File: config.mk
export PLATFORM = sky130hd
export DESIGN_NAME = tm1638_fifo_writer
export DESIGN_NICKNAME = d
export VERILOG_FILES = /design/src/rtl/tm1638_fifo_writer.sv
export SDC_FILE = /design/constraint.sdc
export NUM_CORES = 1
export LEC_CHECK = 0
export ABC_AREA = 1
export BUFFER_PORTS_ARGS = -buffer_cell sky130_fd_sc_hd__buf_2
export CAP_MARGIN = 20
export CORE_ASPECT_RATIO = 2
export CORE_MARGIN = 5
export CORE_UTILIZATION = 35
export CTS_CLUSTER_DIAMETER = 200
export CTS_CLUSTER_SIZE = 10
export DETAILED_ROUTE_END_ITERATION = 8
export SLEW_MARGIN = 20
export SYNTH_ARGS = -nofsm -noshare
export SYNTH_HDL_FRONTEND = slang
export SYNTH_SLANG_ARGS = --single-unit
File: constraint.sdc
create_clock -name i_Clk -period 2.13 [get_ports i_Clk]
set_input_delay 0.426 -clock i_Clk [delete_from_list [all_inputs] [get_ports i_Clk]]
set_output_delay 0.426 -clock i_Clk [all_outputs]
set_load 0.05 [all_outputs]
File: src/rtl/tm1638_fifo_writer.sv
// tm1638_fifo_writer
//   Drains 18-bit command words from a show-ahead FIFO and shifts them out on
//   the TM1638 three-wire bus (STB active-low, CLK idles high, DIO write-only).
//   Word layout: [7:0] byte 0, [15:8] byte 1, [16] TWO (send byte 1 too),
//   [17] LAST (release STB after this word). Bits go out LSB first; the
//   TM1638 samples DIO on the rising edge of o_Sclk.
//
// Ports
//   i_Clk          system clock, rising edge
//   i_Rst_n        asynchronous active-low reset
//   i_Empty        FIFO empty flag
//   o_Read         one-cycle pop strobe to the FIFO
//   i_Data         FIFO head word, valid while i_Empty = 0
//   o_Stb          TM1638 STB (active-low)
//   o_Sclk         TM1638 CLK (idles high)
//   o_Dio          TM1638 DIO (idles high)
//   o_Busy         frame open or inter-frame STB gap running
//   o_Diag_State   (TM1638_FIFO_WRITER_DIAG_EN only) current FSM state code
//   o_Diag_Bit_Cnt (TM1638_FIFO_WRITER_DIAG_EN only) current bit index
//
// Optional build macro: TM1638_FIFO_WRITER_DIAG_EN adds the two diag ports.
//
// state  | meaning
// IDLE   | waiting for a word; STB stays low if the frame is still open
// LOAD   | pop strobe; capture word; STB asserted at the closing edge
// BIT_LO | SCLK low for CLK_DIV cycles, DIO shows current bit
// BIT_HI | SCLK high for CLK_DIV cycles, target samples DIO
// HOLD   | SCLK high for CLK_DIV cycles after a byte
// GAP    | STB high for STB_GAP cycles between frames

module tm1638_fifo_writer #(
  parameter int DATA_WIDTH = 18,
  parameter int CLK_DIV    = 4,
  parameter int STB_GAP    = 4
) (
  input  logic                  i_Clk,
  input  logic                  i_Rst_n,
  input  logic                  i_Empty,
  output logic                  o_Read,
  input  logic [DATA_WIDTH-1:0] i_Data,
  output logic                  o_Stb,
  output logic                  o_Sclk,
  output logic                  o_Dio,
  output logic                  o_Busy
`ifdef TM1638_FIFO_WRITER_DIAG_EN
  ,
  output logic [2:0]            o_Diag_State,
  output logic [2:0]            o_Diag_Bit_Cnt
`endif
);

  localparam int DIV_W = $clog2(CLK_DIV);
  localparam int GAP_W = (STB_GAP > 1) ? $clog2(STB_GAP) : 1;
  localparam logic [DIV_W-1:0] DIV_LOAD = DIV_W'(CLK_DIV - 1);
  localparam logic [GAP_W-1:0] GAP_LOAD = GAP_W'(STB_GAP - 1);

  typedef enum logic [2:0] {
    S_IDLE   = 3'd0,
    S_LOAD   = 3'd1,
    S_BIT_LO = 3'd2,
    S_BIT_HI = 3'd3,
    S_HOLD   = 3'd4,
    S_GAP    = 3'd5
  } state_t;

  state_t           r_state;
  state_t           w_state_nxt;
  logic [DIV_W-1:0] r_div;
  logic [GAP_W-1:0] r_gap;
  logic [7:0]       r_shift;
  logic [7:0]       w_shift_nxt;
  logic [7:0]       r_byte1;
  logic             r_two;
  logic             r_last;
  logic             r_second;
  logic             w_second_nxt;
  logic [2:0]       r_bit_cnt;
  logic [2:0]       w_bit_cnt_nxt;
  logic             w_div_tc;

  logic r_stb, r_sclk, r_dio, r_read, r_busy;
  logic w_stb_nxt, w_sclk_nxt, w_dio_nxt, w_read_nxt, w_busy_nxt;

  assign w_div_tc = (r_div == '0);

  // State register
  always_ff @(posedge i_Clk or negedge i_Rst_n) begin
    if (!i_Rst_n) begin
      r_state <= S_IDLE;
    end else begin
      r_state <= w_state_nxt;
    end
  end

  // Next-state, datapath next values and next output values
  always_comb begin
    w_state_nxt   = r_state;
    w_shift_nxt   = r_shift;
    w_bit_cnt_nxt = r_bit_cnt;
    w_second_nxt  = r_second;
    case (r_state)
      S_IDLE: begin
        if (!i_Empty) w_state_nxt = S_LOAD;
      end
      S_LOAD: begin
        w_state_nxt   = S_BIT_LO;
        w_shift_nxt   = i_Data[7:0];
        w_bit_cnt_nxt = 3'd0;
        w_second_nxt  = 1'b0;
      end
      S_BIT_LO: begin
        if (w_div_tc) w_state_nxt = S_BIT_HI;
      end
      S_BIT_HI: begin
        if (w_div_tc) begin
          // 3-bit counter wraps to 0 after bit 7, ready for the next byte
          w_bit_cnt_nxt = r_bit_cnt + 3'd1;
          if (r_bit_cnt == 3'd7) begin
            w_state_nxt = S_HOLD;
          end else begin
            w_state_nxt = S_BIT_LO;
            w_shift_nxt = {1'b1, r_shift[7:1]};
          end
        end
      end
      S_HOLD: begin
        if (w_div_tc) begin
          if (!r_second && r_two) begin
            w_state_nxt  = S_BIT_LO;
            w_shift_nxt  = r_byte1;
            w_second_nxt = 1'b1;
          end else if (r_last) begin
            w_state_nxt = S_GAP;
          end else begin
            w_state_nxt = S_IDLE;
          end
        end
      end
      S_GAP: begin
        if (r_gap == '0) w_state_nxt = S_IDLE;
      end
      default: w_state_nxt = S_IDLE;
    endcase

    // Outputs are registered from the next state so they line up with it
    w_stb_nxt = r_stb;
    if (w_state_nxt == S_BIT_LO) w_stb_nxt = 1'b0;
    if (w_state_nxt == S_GAP)    w_stb_nxt = 1'b1;
    w_sclk_nxt = (w_state_nxt != S_BIT_LO);
    w_dio_nxt  = ((w_state_nxt == S_BIT_LO) || (w_state_nxt == S_BIT_HI)) ?
                 w_shift_nxt[0] : 1'b1;
    w_read_nxt = (w_state_nxt == S_LOAD);
    w_busy_nxt = !w_stb_nxt || (w_state_nxt == S_GAP);
  end

  // Datapath, timers and registered outputs
  always_ff @(posedge i_Clk or negedge i_Rst_n) begin
    if (!i_Rst_n) begin
      r_div     <= DIV_LOAD;
      r_gap     <= GAP_LOAD;
      r_shift   <= '0;
      r_byte1   <= '0;
      r_two     <= 1'b0;
      r_last    <= 1'b0;
      r_second  <= 1'b0;
      r_bit_cnt <= 3'd0;
      r_stb     <= 1'b1;
      r_sclk    <= 1'b1;
      r_dio     <= 1'b1;
      r_read    <= 1'b0;
      r_busy    <= 1'b0;
    end else begin
      r_shift   <= w_shift_nxt;
      r_bit_cnt <= w_bit_cnt_nxt;
      r_second  <= w_second_nxt;
      if (r_state == S_LOAD) begin
        r_byte1 <= i_Data[15:8];
        r_two   <= i_Data[16];
        r_last  <= i_Data[17];
      end
      // Half-period down-counter, reloaded on every state change
      if (w_state_nxt != r_state) begin
        r_div <= DIV_LOAD;
      end else if (!w_div_tc) begin
        r_div <= r_div - DIV_W'(1);
      end
      if ((w_state_nxt == S_GAP) && (r_state != S_GAP)) begin
        r_gap <= GAP_LOAD;
      end else if ((r_state == S_GAP) && (r_gap != '0)) begin
        r_gap <= r_gap - GAP_W'(1);
      end
      r_stb  <= w_stb_nxt;
      r_sclk <= w_sclk_nxt;
      r_dio  <= w_dio_nxt;
      r_read <= w_read_nxt;
      r_busy <= w_busy_nxt;
    end
  end

  assign o_Stb  = r_stb;
  assign o_Sclk = r_sclk;
  assign o_Dio  = r_dio;
  assign o_Read = r_read;
  assign o_Busy = r_busy;

`ifdef TM1638_FIFO_WRITER_DIAG_EN
  assign o_Diag_State   = r_state;
  assign o_Diag_Bit_Cnt = r_bit_cnt;
`endif

endmodule

Yosys cells after proc, flatten, opt, wreduce, memory -nomap -nowiden
Index checks and enable logic that the tools add are counted.
{ "word_totals": {"out_inout_bits": 5, "input_bits": 21, "reg_bits": 34, "wordCells": 80} }
{ "classes": {"n_addsub": 3, "n_eq_ne": 18, "reduce_logical": 18, "muxes": 26} }
{ "op_table": {"columns": ["operator", "n"], "rows": [
  ["$mux 8", 4],
  ["$mux 3", 9],
  ["$pmux 8 s3", 1],
  ["$pmux 3 s6", 1],
  ["$eq 3x2->1 const B", 4],
  ["$eq 3x3->1 const B", 4],
  ["$mux 2", 4],
  ["$ne 2x2->1 const B", 4],
  ["$reduce_bool 2->1", 4],
  ["$eq 3x1->1 const B", 2],
  ["$pmux 3 s2", 1],
  ["$mux 1", 5],
  ["$reduce_and 5->1", 1],
  ["$logic_not 2->1", 2],
  ["$sub 2x1->2 const B", 2],
  ["$add 3x1->3 const B", 1],
  ["$logic_and 1x1->1", 3],
  ["$logic_not 3->1", 1],
  ["$ne 3x2->1 const B", 1],
  ["$ne 3x3->1", 1],
  ["$ne 3x3->1 const B", 1],
  ["$reduce_and 3->1", 1],
  ["$reduce_bool 3->1", 1],
  ["$logic_not 1->1", 2],
  ["4 further kinds", 5]
]} }

Logic depth before layout (Yosys ltp)
{ "depth": {"word_depth": 10, "mapped_depth": 11, "ltp_nobuf": 10} }

Least setup slack after synthesis
OpenSTA, ideal clock, no wires.
{ "synth_path": {"path_kind": "register to register", "startpoint": "reg r_div[0]", "endpoint": "reg r_stb (netlist: o_Stb)", "t_required_ns": 2.054, "stages_incl_launch_ff": 12, "path_slack_ns": 0.528, "t_arrival_ns": 1.526, "setup_ns": 0.076, "synth_period_minus_slack_ns": 1.602, "n_path_buf": 1, "path_cell_list": "dfstp_2 > inv_1 > ha_1 > buf_4 > inv_1 > nand2_1 > nand3_1 > nor2_1 > nor2_1 > nand3_2 > nand2_1 > nand2_1"} }
{ "synth_via": {"elab_chain_len": 6, "elab_cells_between_ends": 9, "classes_between": "eq/ne: 2; mux: 6; reduce/logical: 1"} }
{ "synth_rtl": {"columns": ["item", "line", "source"], "rows": [
  ["start: declaration", "68", "logic [DIV_W-1:0] r_div;"],
  ["start signal: assignment", "185", "r_div <= r_div - DIV_W'(1);"],
  ["$logic_not 2->1 (*)", "84", "assign w_div_tc = (r_div == '0);"],
  ["$mux 3 (on tied branches)", "127, 112, 115", null],
  ["$pmux 3 s6 (*)", "101", "case (r_state)"],
  ["$eq 3x2->1", "147", "if (w_state_nxt == S_BIT_LO) w_stb_nxt = 1'b0;"],
  ["$mux 1", "147", null],
  ["$mux 1 (*)", "148", "if (w_state_nxt == S_GAP) w_stb_nxt = 1'b1;"],
  ["via w_stb_nxt", "82", "logic w_stb_nxt, w_sclk_nxt, w_dio_nxt, w_read_nxt, w_busy_nxt;"],
  ["end signal: assignment", "192", "r_stb <= w_stb_nxt;"],
  ["end: declaration", "81", "logic r_stb, r_sclk, r_dio, r_read, r_busy;"]
]} }
The timed path passes the listed nets; every way through them passes the cells marked *.
A chain may end at the register's enable or synchronous reset.

Worst setup path after layout
{ "layout_path": {"startpoint": "reg r_div[0]", "endpoint": "reg r_shift[6]"} }
{ "layout_via": {"elab_chain_len": 3, "elab_cells_between_ends": 4, "classes_between": "eq/ne: 2; reduce/logical: 2"} }
{ "layout_rtl": {"columns": ["item", "line", "source"], "rows": [
  ["$logic_not 2->1 (*)", "84", null],
  ["$ne 2x2->1 (no line)", null, null],
  ["$reduce_and 5->1 (no line) (*)", null, null],
  ["end signal: assignment", "173", "r_shift <= w_shift_nxt;"],
  ["end: declaration", "70", "logic [7:0] r_shift;"]
]} }
Every way passes the cells marked *; elsewhere a longest branch is shown, timed or not.

==> metrics.md <==
| Metric | Value |
|---|---|
| Initial Utilization | a little over a third |
| Avg Inst Size Synth | 8.08 um^2 |
| Outcome | complete, no violations |
| Slew margin rel. | a little under half |
| Total congestion overflow | 0 |
| Pwr/cell area | 601 nW/um^2 |
| Most numerous cell in the Yosys netlist | nand2_1 |
| First-pass GRT wire length | roughly 7 mm |
| Sequential fraction of the synthesis area | a little under half |
| Tot GR Track Use | between 10% and 20% |
| Initial antenna violation count | 0 |
| Crit-path max FO | 14 |
| Synth cell types | 29 |
| Clock Latency Late Sink | roughly 0.29 ns |
| Top post-synthesis cells by count | 82 x nand2_1, 27 x dfrtp_1, 25 x inv_1, 17 x nand3_1, 14 x nor2_1 |
| WP data required | around 2.4 ns |
| Final Hold Viols | 0 |
| P&R area growth vs syn | 14.2% |
| Mapped Area | approximately 1900 um^2 |
| CTS tree | built |
| Worst Path Arrival | slightly above 2 ns |
| Top cell type by total area after synthesis | dfrtp_1 |
| Synth Instances | around 230 |
| Gpl congestion | about 0.90 |
| Pre-Repair DR Iteration Count | 4 |
| Port Buf Inserts | 25 |
| Number of global-route vias before repair | between 1500 and 2000 |
| Share of layout cells above drive strength 1 | 26.5% |
| Syn_nets | between 200 and 300 |
| Clock slew at reported path FFs | 0.07 ns |
| Clock skew | 0.00685 ns |
| Die width | between 60 and 70 um |
| Top-Level Pins | 26 |
| Final #Nets | 286 |
| Slew @ Worst Pin | about 0.79 ns |
| PostCTS Resize Cnt | 0 |
| Slew Limit Fails | 0 |
| CTS buffer count | 5 |
| # rows | 37 |
| Final setup fails | 0 |
| Crit end category | flop |
| Setup bufs post-CTS | 0 |
| Area contributors post-synth | dfrtp_1 36%, nand2_1 16%, dfstp_2 9.9% |
| Antenna cell count | 0 |
| Worst setup margin | around 0.34 ns |
| Unrepaired setup endpoints after global routing | no |
| Hold Path Class | input port to async pin |
| CTS Buffer Depth | 2 |
| Die Height | 113 um |
| Period utilization | 84.2% |
| CP Class | flop to flop |
| Clock root buffer | clkbuf_8 |
| FFs w/ async S/R, synth | 100% |
| EDFF count, synth | 0 |
| Largest net degree at the start of global routing | 35 |
| IR Drop Worst-Case VDD | around 0.00062 V |
| Remaining DRCs | 0 |
| Synth warn | 0 |
| Fin cells | between 300 and 400 |
| Inst Count DP | 310 |
| Share of the synthesized area in the top cell type | between 30% and 40% |
| Reg2reg setup slack | about 0.34 ns |
| Min Clock Period, post-route | around 1.8 ns |
| Fmax | between 500 and 600 MHz |
| Vias | roughly 1500 |
| Synth Flop Type | dfrtp_1 |
| Routed length per instance | between 10 and 15 um |
| Die area | 6980 um^2 |
| Leak Pwr | around 1.1 nW |
| DRT iter0 DRCs | 37 |
| Clock tree sinks | 34 |
| Startpoint types | flop |
| Dpl hpwl | about 3.3 mm |
| H-tree Lvls | 2 |
| Cts hold-fix bufs | 0 |
| Final ANT Viol Nets | 0 |
| Max-Cap Viols | 0 |
| Synthesis-stage register bit count | 34 |
| CORE AREA | 5180 um^2 |
| Setup TNS | 0 ns |
| Pre-CTS setup slack | between 0.3 and 0.4 ns |
| Via density | approximately 4.8 |
| Routed wire length | approximately 4.2 mm |
metal layers:
metal / wire length, um / global-route usage, % / vias to the layer above
met5: 0 / 0 / -
met4: 172 / 8.64 / 0
met3: 205 / 4.22 / 12
met2: 2390 / 24.9 / 37
met1: 1460 / 12.9 / 691
li1: - / - / 774
through the flow:
step | hold WS [ns] | power (mW) | utilization (%) | area [um^2]
after global routing | 0.260 | 1.34 | 41.1 | 2130
final | 0.212 | 1.28 | 41.1 | 2130
after detailed placement | 0.467 | 0.731 | 38.9 | 2020
after global placement | 0.458 | 0.730 | 38.9 | 2020
after CTS | 0.232 | 1.30 | 41.1 | 2130
after floorplan | 0.130 | 0.693 | - | 1870
area by class of cell:
class | count | area, um^2
multi-input combinational | 161 | 838
fill | 562 | 3060
tap | 58 | 72.6
timing repair buffer | 26 | 133
sequential | 34 | 860
inverter | 31 | 116
clock buffer | 8 | 110
placed cells by master, fill, tap and decap left out:
master / synthesis / final
nand2_1: 82 / 82
dfrtp_1: 27 / 27
inv_1: 25 / 25
buf_2: 1 / 25
nand3_1: 17 / 17
nor2_1: 14 / 14
clkbuf_8: 0 / 8
o21ai_2: 7 / 7
dfstp_2: 7 / 7
nand2_2: 6 / 6
o21ai_0: 6 / 6
ha_1: 6 / 6
inv_2: 5 / 5
a21oi_1: 5 / 5
nand4_1: 3 / 3
nand3_2: 3 / 3
nor2_2: 2 / 2
o211ai_1: 2 / 2
nor2_4: 1 / 1
nand2_4: 1 / 1
nand3_4: 1 / 1
clkinv_1: 1 / 1
and2_1: 1 / 1
nor4_1: 1 / 1
a21oi_4: 1 / 1
nor3_2: 1 / 1
xor2_1: 1 / 1
buf_4: 2 / 1
path summary, 6_finish.rpt:
kind / from / to / depth (start not counted)
worst max-delay path: r_div[0] / r_shift[6] / 8
worst min-delay path: i_Rst_n / r_second / 1
worst max register to register: r_div[0] / r_shift[6] / 8
worst min register to register: o_Stb / o_Busy / 1
max in group asynchronous: i_Rst_n / r_shift[4] / 1
min in group i_Clk: i_Empty / o_Read / 2
sequential cells by signal, indices dropped and copies added, names as in the netlist:
name / cells
r_bit_cnt: 3
r_second: 1
o_Stb: 1
r_two: 1
r_state: 3
o_Sclk: 1
r_last: 1
o_Dio: 1
r_byte1: 8
r_div: 2
r_shift: 8
r_gap: 2
o_Busy: 1
o_Read: 1
worst max-delay path: stages (launching register included):
cell and delay (ns):
dfstp_2 0.37, inv_1 0.07, ha_1 0.29, inv_1 0.18
nand2_4 0.12, nand2_2 0.06, a21oi_4 0.41, nand2_1 0.15
o21ai_2 0.07
power breakdown:
part / switching, mW / internal, mW / leakage [nW]
Clock: 0.236 / 0.326 / 0.0575
Sequential: 0.00813 / 0.660 / 0.370
Combinational: 0.0301 / 0.0203 / 0.690
Total: 0.274 / 1.01 / 1.12
logic make-up after synthesis:
family                     share of synthesized area (%)
and+or+nand+nor                                     32.5
AOI/OAI and AO/OA                                   7.91
buffers and inverters                               8.99
adders and majority gates                           4.02
DFF                                                 46.1
xor gates and xnor gates                           0.470
No activity file was read; power rests on OpenSTA's default activity.
